[src/rtl/seq_tx_pkg.sv]
// seq_tx_pkg: shared types and constants for the "110" serial sync link transmitter.
package seq_tx_pkg;

    typedef enum logic [2:0] {
        IDLE,
        SYNC,
        DATA,
        PAR,
        GAP
    } state_t;

    // Marker the downstream Mealy detector fires on; sent MSB first.
    localparam logic [2:0] SYNC_PATTERN = 3'b110;
    localparam int         SYNC_LEN     = 3;

endpackage

[src/rtl/seq_tx_shreg.sv]
// seq_tx_shreg: loadable left-shift register; msb is the next payload bit to send.
module seq_tx_shreg #(
    parameter int DATA_W = 8
) (
    input  logic              clk,
    input  logic              reset,
    input  logic              load,
    input  logic              shift,
    input  logic [DATA_W-1:0] din,
    output logic              msb
);

    logic [DATA_W-1:0] data_d, data_q;

    // Load has priority; shifting pulls the next lower bit into the msb position.
    always_comb begin
        data_d = data_q;
        if (load) begin
            data_d = din;
        end else if (shift) begin
            data_d = data_q << 1;
        end
    end

    // Payload storage, cleared by synchronous active-low reset.
    always_ff @(posedge clk) begin
        if (!reset) begin
            data_q <= '0;
        end else begin
            data_q <= data_d;
        end
    end

    assign msb = data_q[DATA_W-1];

endmodule

[src/rtl/seq110_frame_tx.sv]
// seq110_frame_tx: framed serial transmitter (marker 110, MSB-first payload, idle gap).
// Optional feature: define SEQ_TX_PARITY_EN to append an even-parity bit after the payload.
module seq110_frame_tx
    import seq_tx_pkg::*;
#(
    parameter int DATA_W  = 8,
    parameter int GAP_CYC = 2
) (
    input  logic              clk,
    input  logic              reset,
    input  logic              in_valid,
    input  logic [DATA_W-1:0] din,
    output logic              in_ready,
    output logic              sout,
    output logic              busy,
    output logic              tx_done
);

    localparam int CNT_MAX = (DATA_W > GAP_CYC) ? DATA_W : GAP_CYC;
    localparam int CNT_W   = $clog2(CNT_MAX + 1);

    localparam logic [CNT_W-1:0] DATA_LAST = CNT_W'(DATA_W - 1);
    localparam logic [CNT_W-1:0] GAP_LAST  = CNT_W'(GAP_CYC - 1);
    localparam logic [1:0]       SYNC_LAST = 2'(SYNC_LEN - 1);

    state_t           state_d, state_q;
    logic [1:0]       sync_cnt_d, sync_cnt_q;
    logic [CNT_W-1:0] cnt_d, cnt_q;
    logic             sout_d, sout_q;
    logic             busy_d, busy_q;
    logic             in_ready_d, in_ready_q;
    logic             tx_done_d, tx_done_q;
    logic             sh_load, sh_shift, sh_msb;
`ifdef SEQ_TX_PARITY_EN
    logic             parity_d, parity_q;
`endif

    seq_tx_shreg #(.DATA_W(DATA_W)) u_shreg (
        .clk   (clk),
        .reset (reset),
        .load  (sh_load),
        .shift (sh_shift),
        .din   (din),
        .msb   (sh_msb)
    );

    // Next state and next registered outputs; each state computes the bit for the following cycle.
    always_comb begin
        state_d    = state_q;
        sync_cnt_d = sync_cnt_q;
        cnt_d      = cnt_q;
        sout_d     = 1'b0;
        busy_d     = busy_q;
        in_ready_d = in_ready_q;
        tx_done_d  = 1'b0;
        sh_load    = 1'b0;
        sh_shift   = 1'b0;
`ifdef SEQ_TX_PARITY_EN
        parity_d   = parity_q;
`endif
        case (state_q)
            IDLE: begin
                if (in_valid && in_ready_q) begin
                    sh_load    = 1'b1;
                    state_d    = SYNC;
                    sync_cnt_d = '0;
                    sout_d     = SYNC_PATTERN[SYNC_LEN-1];
                    busy_d     = 1'b1;
                    in_ready_d = 1'b0;
`ifdef SEQ_TX_PARITY_EN
                    parity_d   = ^din;
`endif
                end
            end
            SYNC: begin
                if (sync_cnt_q == SYNC_LAST) begin
                    state_d  = DATA;
                    cnt_d    = '0;
                    sout_d   = sh_msb;
                    sh_shift = 1'b1;
                end else begin
                    sync_cnt_d = sync_cnt_q + 2'd1;
                    sout_d     = SYNC_PATTERN[2'(SYNC_LEN - 2) - sync_cnt_q];
                end
            end
            DATA: begin
                if (cnt_q == DATA_LAST) begin
`ifdef SEQ_TX_PARITY_EN
                    state_d   = PAR;
                    sout_d    = parity_q;
`else
                    state_d   = GAP;
                    cnt_d     = '0;
                    tx_done_d = 1'b1;
`endif
                end else begin
                    cnt_d    = cnt_q + 1'b1;
                    sout_d   = sh_msb;
                    sh_shift = 1'b1;
                end
            end
`ifdef SEQ_TX_PARITY_EN
            PAR: begin
                state_d   = GAP;
                cnt_d     = '0;
                tx_done_d = 1'b1;
            end
`endif
            GAP: begin
                if (cnt_q == GAP_LAST) begin
                    state_d    = IDLE;
                    busy_d     = 1'b0;
                    in_ready_d = 1'b1;
                end else begin
                    cnt_d = cnt_q + 1'b1;
                end
            end
            default: begin
                state_d    = IDLE;
                busy_d     = 1'b0;
                in_ready_d = 1'b1;
            end
        endcase
    end

    // State, counters and output registers; reset aborts any frame without a tx_done pulse.
    always_ff @(posedge clk) begin
        if (!reset) begin
            state_q    <= IDLE;
            sync_cnt_q <= '0;
            cnt_q      <= '0;
            sout_q     <= 1'b0;
            busy_q     <= 1'b0;
            in_ready_q <= 1'b1;
            tx_done_q  <= 1'b0;
`ifdef SEQ_TX_PARITY_EN
            parity_q   <= 1'b0;
`endif
        end else begin
            state_q    <= state_d;
            sync_cnt_q <= sync_cnt_d;
            cnt_q      <= cnt_d;
            sout_q     <= sout_d;
            busy_q     <= busy_d;
            in_ready_q <= in_ready_d;
            tx_done_q  <= tx_done_d;
`ifdef SEQ_TX_PARITY_EN
            parity_q   <= parity_d;
`endif
        end
    end

    assign sout     = sout_q;
    assign busy     = busy_q;
    assign in_ready = in_ready_q;
    assign tx_done  = tx_done_q;

endmodule

[config.mk]
export PLATFORM = sky130hd
export DESIGN_NAME = seq110_frame_tx
export DESIGN_NICKNAME = d
export VERILOG_FILES = /design/src/rtl/seq_tx_pkg.sv /design/src/rtl/seq_tx_shreg.sv /design/src/rtl/seq110_frame_tx.sv
export SDC_FILE = /design/constraint.sdc
export NUM_CORES = 1
export LEC_CHECK = 0
export ABC_CLOCK_PERIOD_IN_PS = 3150
export BUFFER_PORTS_ARGS = -buffer_cell sky130_fd_sc_hd__buf_2
export CAP_MARGIN = 0
export CORE_MARGIN = 1
export CORE_UTILIZATION = 56
export DETAILED_ROUTE_END_ITERATION = 16
export PLACE_DENSITY = 0.79
export SLEW_MARGIN = 40
export SYNTH_ARGS = -nofsm -noshare
export SYNTH_HDL_FRONTEND = slang
export SYNTH_SLANG_ARGS = --single-unit
[constraint.sdc]
create_clock -name clk -period 3.15 [get_ports clk]
set_input_delay 0.945 -clock clk [delete_from_list [all_inputs] [get_ports clk]]
set_output_delay 0.945 -clock clk [all_outputs]
set_load 0.03 [all_outputs]
# ---- Word-level counts from Yosys, hierarchy flattened
# Index checks and enable logic that the tools add are counted.
dict set report word_totals {
  register_bits 21
  latchBits 0
  ramBits 0
  romBits 0
  in_bits 11
  output_inout_bits 4
  word_cells 67
  mem_count 0
}
dict set report classes {
  add_sub_neg 3
  multipliers 0
  n_div 0
  n_lt_le_gt_ge 1
  n_eq_ne 12
  shift 0
  mux 31
  bitwise_logic 1
  reduce_logical 11
}
# cell n
set op_table {}
lappend op_table {{2-to-1 mux 8 bit} 2}
lappend op_table {{2-to-1 mux 1 bit} 12}
lappend op_table {{2-to-1 mux 3 bit} 4}
lappend op_table {{2-to-1 mux 4 bit} 3}
lappend op_table {{inequality test 2 bit, second input constant} 6}
lappend op_table {{one-hot mux 3 bit (4 select lines)} 1}
lappend op_table {{one-hot mux 4 bit (3 select lines)} 1}
lappend op_table {{one-hot mux 1 bit (3 select lines)} 3}
lappend op_table {{AND reduction 3 bit} 3}
lappend op_table {{adder 4 x 1 -> 4 bit, second input constant} 1}
lappend op_table {{equality test 4 x 1 -> 1 bit, second input constant} 1}
lappend op_table {{equality test 4 x 3 -> 1 bit, second input constant} 1}
lappend op_table {{2-to-1 mux 2 bit} 2}
lappend op_table {{one-hot mux 2 bit (2 select lines)} 1}
lappend op_table {{AND reduction 4 bit} 1}
lappend op_table {{nonzero test 2 bit} 2}
lappend op_table {{equality test 3 x 1 -> 1 bit, second input constant} 1}
lappend op_table {{equality test 3 x 2 -> 1 bit, second input constant} 1}
lappend op_table {{equality test 3 bit, second input constant} 1}
lappend op_table {{logical NOT 3 bit} 1}
lappend op_table {{less-than comparator 2 x 3 -> 1 bit, second input constant} 1}
lappend op_table {{nonzero test 3 bit} 1}
lappend op_table {{adder 2 x 1 -> 2 bit, second input constant} 1}
lappend op_table {{binary-select mux 1 bit (select 2 bit)} 1}
lappend op_table {{other kinds (7)} 7}

# ---- Longest topological paths before layout
# Gate-level depths: netlist (run 1).
dict set report logic_depth {
  ltp_word 5
  depth_mapped 6
  depth_no_buf 6
}

# ---- Modules after synthesis
# Synthesis (run 1) repeated with hierarchy kept, for this count alone.
dict set report unflattened {
  hier_cells 121
  hier_area_um2 1163.6
}
# module n_inst cells_each area_per_inst_um2 seq_area_each_um2
set by_module_without_submodules {}
lappend by_module_without_submodules {seq110_frame_tx 1 86 744.5 260.2}
lappend by_module_without_submodules {seq_tx_shreg 1 35 419.2 160.2}

# ---- Worst setup path before layout (run 1)
# OpenSTA, ideal clock, no wires.
dict set report synth_timing {
  kind {input to register}
  startpoint {input in_valid}
  endpoint {register sync_cnt_q[1]}
  setup_time_ns 0.119
  arrival_ns 1.933
  required_time_ns 3.031
  setup_slack_ns 1.098
  stages 6
  n_path_buf 2
  cell_sequence {nand2_1 or4_1 clkbuf_1 buf_2 a31oi_1 nor2_1}
}
dict set report synth_between {
  elab_chain_cells 3
}
# item line
set synth_rtl {}
lappend synth_rtl {{start, declared} seq110_frame_tx.sv:11} ;# input logic in_valid,
lappend synth_rtl {{logical AND 1 bit} seq110_frame_tx.sv:63} ;# if (in_valid && in_ready_q) begin
lappend synth_rtl {{inequality test 2 bit (no line)} --}
lappend synth_rtl {{AND reduction 3 bit (no line)} --}
lappend synth_rtl {{end signal, assigned} seq110_frame_tx.sv:141} ;# sync_cnt_q <= sync_cnt_d;
lappend synth_rtl {{end, declared} seq110_frame_tx.sv:27} ;# logic [1:0] sync_cnt_d, sync_cnt_q;
# Every way passes these cells.
# A chain may end at the register's enable or synchronous reset.

# ---- Final worst setup path (run 1)
# Same ends and word-level chain as after synthesis.

==> results by group, run 1 <==
Outcome
  – Status: complete, no violations

Power and ir drop
  – Max VDD drop: about 0.33 mV
  – Static Leak: 0.431 nW
  – Total power per unit cell area: approximately 460 nW/µm²

Critical path
  – Worst R2R Setup Slack: approximately 1.4 ns
  – Arr. time, crit path: 2.08 ns
  – Crit start category: primary input
  – Worst setup path end: sync_cnt_q[1]$_SDFFE_PN0P_
  – FF-to-FF Start: state_q[1]$_SDFFE_PN0P_
  – Worst Path Max Fanout: 17
  – CP required: between 3 and 4 ns
  – Crit. End Element: flop
  – Crit Reg-Reg Endpoint: u_shreg.data_q[5]$_SDFFE_PN0P_
  – Crit path launch: in_valid
  – R2R cell count: 4
  – Critical path class: in2reg

Placement
  – Cells after DPL: 132
  – Port buffer count: 14
  – RD Place Congestion: roughly 0.84
  – DPL Wire Length: between 1000 and 1500 µm

Final layout
  – # nets final: between 100 and 150
  – Register area: 420 µm²
  – Area Growth Syn to Fin: 9.72%
  – Commonest non-fill, non-tap cell in the layout: dfxtp_1
  – Antenna diodes: 0
  – Area of the multi-input gates: around 530 µm²
  – Fillcell total: 130
  – Layout cells sized above 1: 0.200
  – Commonest non-fill, non-tap cells in the layout: dfxtp_1, buf_2, nor2_1, a21oi_1, o21ai_1
  – Final Core Density: 0.690
  – Finished Layout Cells: 136

Floorplanning
  – Width of the die: ~44 µm
  – Initial cell density of the core: 0.629
  – Die Span Y: roughly 44 µm
  – Die area: ~1900 µm²
  – Ports: 15
  – Site Rows: 14
  – Core box area: 1580 µm²

STA
  – Unrepaired setup endpoints after global routing: no
  – Clock Skew: between 0.005 and 0.006 ns
  – Setup Viol. Count Final: 0
  – Max-slew headroom: 0.636
  – Min Tclk post-route: roughly 1.9 ns
  – F_max: 535 MHz
  – Worst Tran Pin Value: 0.541 ns
  – Fin. max-slew vios: 0
  – Setup TNS: 0 ns
  – Final hold violations: 0
  – Period utilization: 0.593

Logic synthesis
  – Async SR Flop Fraction: 0
  – Register area share after synthesis: 0.424
  – Synth area leaders: dfxtp_1, mux2i_1, a21oi_1
  – Yosys Warn Count: 0
  – Unique cell type count in the Yosys netlist: 37
  – Synth Register Bits: 21
  – Synthesized net count: 121
  – Avg Inst Size Synth: roughly 9 µm²
  – Synth Flop Type: dfxtp_1
  – Synthesized area: 991 µm²
  – Synth top area share: 0.424
  – Largest area contributor in the netlist: dfxtp_1
  – Post-Synthesis Cells: roughly 110
  – EDFF count, synth: 0

GRT
  – Largest net degree at the start of global routing: 18
  – Gr usage total: 0.210
  – Via count of the first global-routing pass: around 700
  – Global-route wire length before repair: 3030 µm
  – Initial antenna violation count: 0
  – Total grt overflow: 0

Clock network
  – Clock Sink Count: 21
  – Post-CTS setup buffers: 0
  – Clock slew at reported path FFs: between 0.1 and 0.15 ns
  – Post-cts resize count: 0
  – Total CTS buffers: 3
  – Skew-Pair Late Insertion Delay: approximately 0.31 ns
  – Root Driver: clkbuf_4
  – H-tree depth: 1
  – Hold buffers post-CTS: 0
  – Clock Tree Buf Depth: 2
  – TritonCTS clock tree: yes

Min path
  – Hold Path Class: reg2reg
  – Hold Crit Depth: 2

Routing
  – Vias post-DR: about 830
  – Iteration-0 DRC count of the detailed router: 7
  – DR pass1 iterations: 5
  – WL final: about 1800 µm
  – WL per Instance: 13.4 µm
  – Vias/cell: 6.10
  – Antenna Nets Post-Route: 0
  – DRC: 0

Run
  – Max-Cap Viols: 0
[logic make-up (layout without fill, tap and decap cells)]
| logic type | after synthesis | count (layout) | synth area share |
|---|---|---|---|
| fa+ha+maj | 3 | 3 | 0.0379 |
| flops | 21 | 21 | 0.424 |
| xor+xnor | 1 | 1 | 0.00884 |
| compound gates | 29 | 29 | 0.192 |
| mux | 7 | 7 | 0.0707 |
| buf+inv | 9 | 22 | 0.0429 |
| simple gates | 37 | 37 | 0.224 |
[layer usage]
metal	share of wire	vias up	GRT usage
met5	0	-	0
met4	0.018	0	0.109
met3	0.022	5	0.0286
met2	0.48	14	0.335
met1	0.48	392	0.278
li1	-	418	-
[where the power goes]
part | internal, W | switching, W | leakage [nW]
sequential | 0.000284 | 0.0000115 | 0.172
clock | 0.0000475 | 0.0000838 | 0.0177
combinational | 0.0000280 | 0.0000425 | 0.242
total | 0.000359 | 0.000138 | 0.431
[Yosys cell counts, types with 2 or more instances]
library cell,n
a21oi_1,10
and2_1,2
buf_4,2
clkbuf_1,2
dfxtp_1,21
ha_1,3
inv_1,3
mux2i_1,7
nand2_1,7
nand3_1,2
nand4bb_1,2
nor2_1,10
nor3b_1,2
o21ai_1,9
or3b_1,2
or3b_4,2
[layout make-up]
cell class              count  area share
flip-flops and latches     21       0.387
repair buffers             14      0.0644
inverters                   4      0.0138
clock buffers               3      0.0207
well taps                  16      0.0184
multi-input cells          77       0.491
clock inverters             1     0.00460
[state kept, by name, summed over array words and instances (netlist names)]
name and count:
busy 1, u_shreg.data_q 8, tx_done 1, state_q 3
in_ready 1, sync_cnt_q 2, cnt_q 4, sout 1
[critical path, stage by stage]
cell	delay (ns)
buf_2	0.08
nand2_1	0.06
or4_1	0.68
a31oi_1	0.27
nor2_1	0.05
[worst min-delay path by stage]
stage                                          start                          to
final                              busy$_SDFFE_PN0P_           busy$_SDFFE_PN0P_
after global routing               busy$_SDFFE_PN0P_           busy$_SDFFE_PN0P_
after CTS                          busy$_SDFFE_PN0P_           busy$_SDFFE_PN0P_
after detailed placement           busy$_SDFFE_PN0P_           busy$_SDFFE_PN0P_
after global placement             busy$_SDFFE_PN0P_           busy$_SDFFE_PN0P_
after floorplan           sync_cnt_q[1]$_SDFFE_PN0P_  sync_cnt_q[1]$_SDFFE_PN0P_
[metrics by stage]
stage	worst slack [ns]	hold WS, ns	power [W]	cell area, µm²
finish	1.28	0.488	0.000497	1090
global route	1.21	0.518	0.000521	1090
CTS	1.30	0.494	0.000502	1080
detailed placement	0.976	0.461	0.000371	1050
global placement	1.00	0.454	0.000368	1050
floorplan	1.10	0.468	0.000351	991
(Power assumes the default switching activity.)
==> run 2: changes to the inputs <==
--- a/config.mk
+++ b/config.mk
@@ -5,13 +5,14 @@
 export SDC_FILE = /design/constraint.sdc
 export NUM_CORES = 1
 export LEC_CHECK = 0
-export ABC_CLOCK_PERIOD_IN_PS = 3150
+export ABC_AREA = 1
+export ABC_CLOCK_PERIOD_IN_PS = 1700
 export BUFFER_PORTS_ARGS = -buffer_cell sky130_fd_sc_hd__buf_2
 export CAP_MARGIN = 0
 export CORE_MARGIN = 1
-export CORE_UTILIZATION = 56
+export CORE_UTILIZATION = 50
 export DETAILED_ROUTE_END_ITERATION = 16
-export PLACE_DENSITY = 0.79
+export PLACE_DENSITY = 0.74
 export SLEW_MARGIN = 40
 export SYNTH_ARGS = -nofsm -noshare
 export SYNTH_HDL_FRONTEND = slang
==> constraint.sdc (replaced) <==
create_clock -name clk -period 1.7 [get_ports clk]
set_input_delay 0.51 -clock clk [delete_from_list [all_inputs] [get_ports clk]]
set_output_delay 0.51 -clock clk [all_outputs]
set_load 0.03 [all_outputs]
==> run 2 against run 1 <==
Net effect: core utilization down 7.8 points; clock power up 74%; worst hold slack worse by 0.047 ns; total power rose to 3.8 times the previous value; count of clock-buffer cells in the layout up 1; critical path depth up 3; cell count up 52%; flip-flop and latch count unchanged; combinational power rose to 13 times the previous value; die area up 24%; via count up 25%; largest cell class unchanged; largest power group is now combinational logic.
==> results by group, run 2 <==
Floorplanning
  – Die Span Y: 49.0 µm (was 44.1 µm)
  – Initial cell density of the core: 0.547 (was 0.629)
  – Site Rows: 16 (was 14)
  – Die area: 2400 µm² (was 1940 µm²)
  – Core box area: 2020 µm² (was 1580 µm²)
  – Width of the die: 49.0 µm (was 44.1 µm)
  – Ports: 15 (unchanged)

Logic synthesis
  – Synth top area share: 0.380 (was 0.424)
  – Unique cell type count in the Yosys netlist: 23 (was 37)
  – Avg Inst Size Synth: 6.83 µm² (was 9.26 µm²)
  – Register area share after synthesis: 0.380 (was 0.424)
  – Largest area contributor in the netlist: dfxtp_1 (unchanged)
  – Synth Register Bits: 21 (unchanged)
  – Post-synth top cells: nand2_1, nor2_1, dfxtp_1 (was dfxtp_1, a21oi_1, nor2_1, o21ai_1)
  – Async SR Flop Fraction: 0 (unchanged)
  – Post-Synthesis Cells: 162 (was 107)
  – Synth Flop Type: dfxtp_1 (unchanged)
  – Yosys Warn Count: 0 (unchanged)
  – Most common cell in the netlist: nand2_1 (was dfxtp_1)
  – Synthesized area: 1110 µm² (was 991 µm²)
  – EDFF count, synth: 0 (unchanged)
  – Synthesized net count: 176 (was 121)
  – Synth area leaders: dfxtp_1, nand2_1, nor2_1 (was dfxtp_1, mux2i_1, a21oi_1)

Routing
  – WL final: 2280 µm (was 1830 µm)
  – DRC: 0 (unchanged)
  – Vias post-DR: 1033 (was 829)
  – Antenna Nets Post-Route: 0 (unchanged)
  – WL per Instance: 11.0 µm (was 13.4 µm)
  – Iteration-0 DRC count of the detailed router: 17 (was 7)
  – Vias/cell: 4.99 (was 6.10)
  – DR pass1 iterations: 4 (was 5)

Clock network
  – TritonCTS clock tree: yes (unchanged)
  – Hold buffers post-CTS: 0 (unchanged)
  – Root Driver: clkbuf_4 (unchanged)
  – Post-CTS setup buffers: 0 (unchanged)
  – Post-cts resize count: 0 (unchanged)
  – Clock Tree Buf Depth: 2 (unchanged)
  – H-tree depth: 1 (unchanged)
  – Clock slew at reported path FFs: 0.11 ns (was 0.12 ns)
  – Skew-Pair Late Insertion Delay: 0.29 ns (was 0.31 ns)
  – Clock Sink Count: 21 (unchanged)
  – Total CTS buffers: 3 (unchanged)

STA
  – F_max: between 600 and 700 MHz
  – Min Tclk post-route: around 1.5 ns
  – Period utilization: 0.882
  – Setup TNS: 0 ns (unchanged)
  – Final hold violations: 0 (unchanged)
  – Unrepaired setup endpoints after global routing: no (unchanged)
  – Max-slew headroom: 0.775 (was 0.636)
  – Setup Viol. Count Final: 0 (unchanged)
  – Clock Skew: 0.00148 ns (was 0.00510 ns)
  – Fin. max-slew vios: 0 (unchanged)
  – Worst Tran Pin Value: 0.334 ns (was 0.541 ns)

Final layout
  – Fillcell total: 187 (was 130)
  – Layout cells sized above 1: 0.189 (was 0.200)
  – Area Growth Syn to Fin: 11.8% (was 9.72%)
  – # nets final: 195 (was 135)
  – Commonest non-fill, non-tap cells in the layout: nand2_1, nor2_1, dfxtp_1, buf_2 (was dfxtp_1, buf_2, nor2_1, a21oi_1, o21ai_1)
  – Finished Layout Cells: 207 (was 136)
  – Area of the multi-input gates: 603 µm² (was 534 µm²)
  – Register area: 420 µm² (unchanged)
  – Max reg flops: 8 (unchanged)
  – Regs by FF count: u_shreg.data_q x8, cnt_q x4, state_q x3 (unchanged)
  – Top reg by flops: u_shreg.data_q (unchanged)
  – Antenna diodes: 0 (unchanged)
  – Commonest non-fill, non-tap cell in the layout: nand2_1 (was dfxtp_1)

Critical path
  – Arr. time, crit path: 1.70 ns (was 2.08 ns)
  – Critical path class: reg2reg (was in2reg)
  – CP required: 1.90 ns (was 3.36 ns)
  – Crit. End Element: flop (unchanged)
  – Worst Path Max Fanout: 7 (was 17)
  – Crit start category: flop (was primary input)

Power and ir drop
  – Comb pwr share: 0.492 (was 0.142)
  – Clock power frac: 0.122 (was 0.264)
  – Static Leak: 0.602 nW (was 0.431 nW)
  – Psw: 0.000846 W (was 0.000138 W)
  – Flop pwr share: 0.386 (was 0.594)
  – Switching Share: 0.453 (was 0.277)
  – Internal cell power: 0.00102 W (was 0.000359 W)
  – Total power per unit cell area: 1510 nW/µm² (was 457 nW/µm²)
  – Max VDD drop: 0.968 mV (was 0.335 mV)

Min path
  – Hold Path Class: in2reg (was reg2reg)

GRT
  – Initial antenna violation count: 0 (unchanged)
  – Largest net degree at the start of global routing: 14 (was 18)
  – Gr usage total: 0.207 (was 0.210)
  – Total grt overflow: 0 (unchanged)
  – Global-route wire length before repair: 3930 µm (was 3030 µm)
  – Via count of the first global-routing pass: 985 (was 711)

Placement
  – Cells after DPL: 203 (was 132)
  – Port buffer count: 14 (unchanged)
  – RD Place Congestion: 0.785 (was 0.844)
  – DPL Wire Length: 1790 µm (was 1260 µm)

Run
  – Max-Cap Viols: 0 (unchanged)

Outcome
  – Status: complete, no violations (unchanged)
run 2: cell type report:
cell class	count	share of cell area
flip-flops and latches	21	0.340
well taps	27	0.0273
repair buffers	17	0.0749
clock buffers	4	0.0213
multi-input cells	122	0.488
inverters	16	0.0486
run 2: worst paths after layout:
kind | startpoint | to | slack [ns] | cells past startpoint
min | din[0] | u_shreg.data_q[0]$_SDFFE_PN0P_ | 0.44 | 3
min reg2reg | busy$_SDFFE_PN0P_ | busy$_SDFFE_PN0P_ | 0.47 | 2
max reg2reg | sync_cnt_q[0]$_SDFFE_PN0P_ | cnt_q[0]$_SDFFE_PN0P_ | 0.20 | 8
max | sync_cnt_q[0]$_SDFFE_PN0P_ | cnt_q[0]$_SDFFE_PN0P_ | 0.20 | 8
run 2: kinds of logic (layout without fill, tap and decap cells):
kind of cell    count (synthesis)  count (layout)  synth area share
compound gates                 16              16            0.0747
xor+xnor                        1               1           0.00792
fa+ha+maj                       3               3            0.0339
buf+inv                        19              37            0.0747
flops                          21              21             0.380
simple gates                  102             102             0.429
run 2: power by group through the flow:
stage / logic (W) / registers [W] / clock network [W]
2_1_floorplan: 0.000700 / 0.000767 / 0
3_3_place_gp: 0.000892 / 0.000722 / 0
4_1_cts: 0.000923 / 0.000720 / 0.000242
3_5_place_dp: 0.000918 / 0.000731 / 0
5_1_grt: 0.00105 / 0.000739 / 0.000262
6_report: 0.000919 / 0.000721 / 0.000228
run 2: worst max-delay path, stage by stage, from the launching register on:
cell	delay, ns
dfxtp_1	0.38
inv_1	0.06
ha_1	0.22
inv_1	0.12
nand4_1	0.25
nand2_2	0.23
nand2_1	0.07
nand2_1	0.06
nor2_1	0.04
run 2: metal layers:
| layer | routed length, µm | GRT usage | vias up |
|---|---|---|---|
| met1 | 960 | 0.228 | 466 |
| met3 | 58 | 0.0187 | 2 |
| met2 | 1240 | 0.398 | 17 |
| li1 | - | - | 548 |
| met4 | 23 | 0.0882 | 0 |
| met5 | 0 | 0 | - |
run 2: per-stage QoR:
| stage | instance area, µm² | hold WS (ns) | worst slack [ns] | utilization | total power [W] |
|---|---|---|---|---|---|
| detailed placement | 1210 | 0.453 | 0.173 | 0.598 | 0.00165 |
| CTS | 1240 | 0.437 | 0.193 | 0.611 | 0.00188 |
| global placement | 1210 | 0.447 | 0.211 | 0.598 | 0.00161 |
| global route | 1240 | 0.453 | 0.0520 | 0.611 | 0.00205 |
| floorplan | 1110 | 0.436 | 0.392 | - | 0.00147 |
| finish | 1240 | 0.441 | 0.200 | 0.611 | 0.00187 |
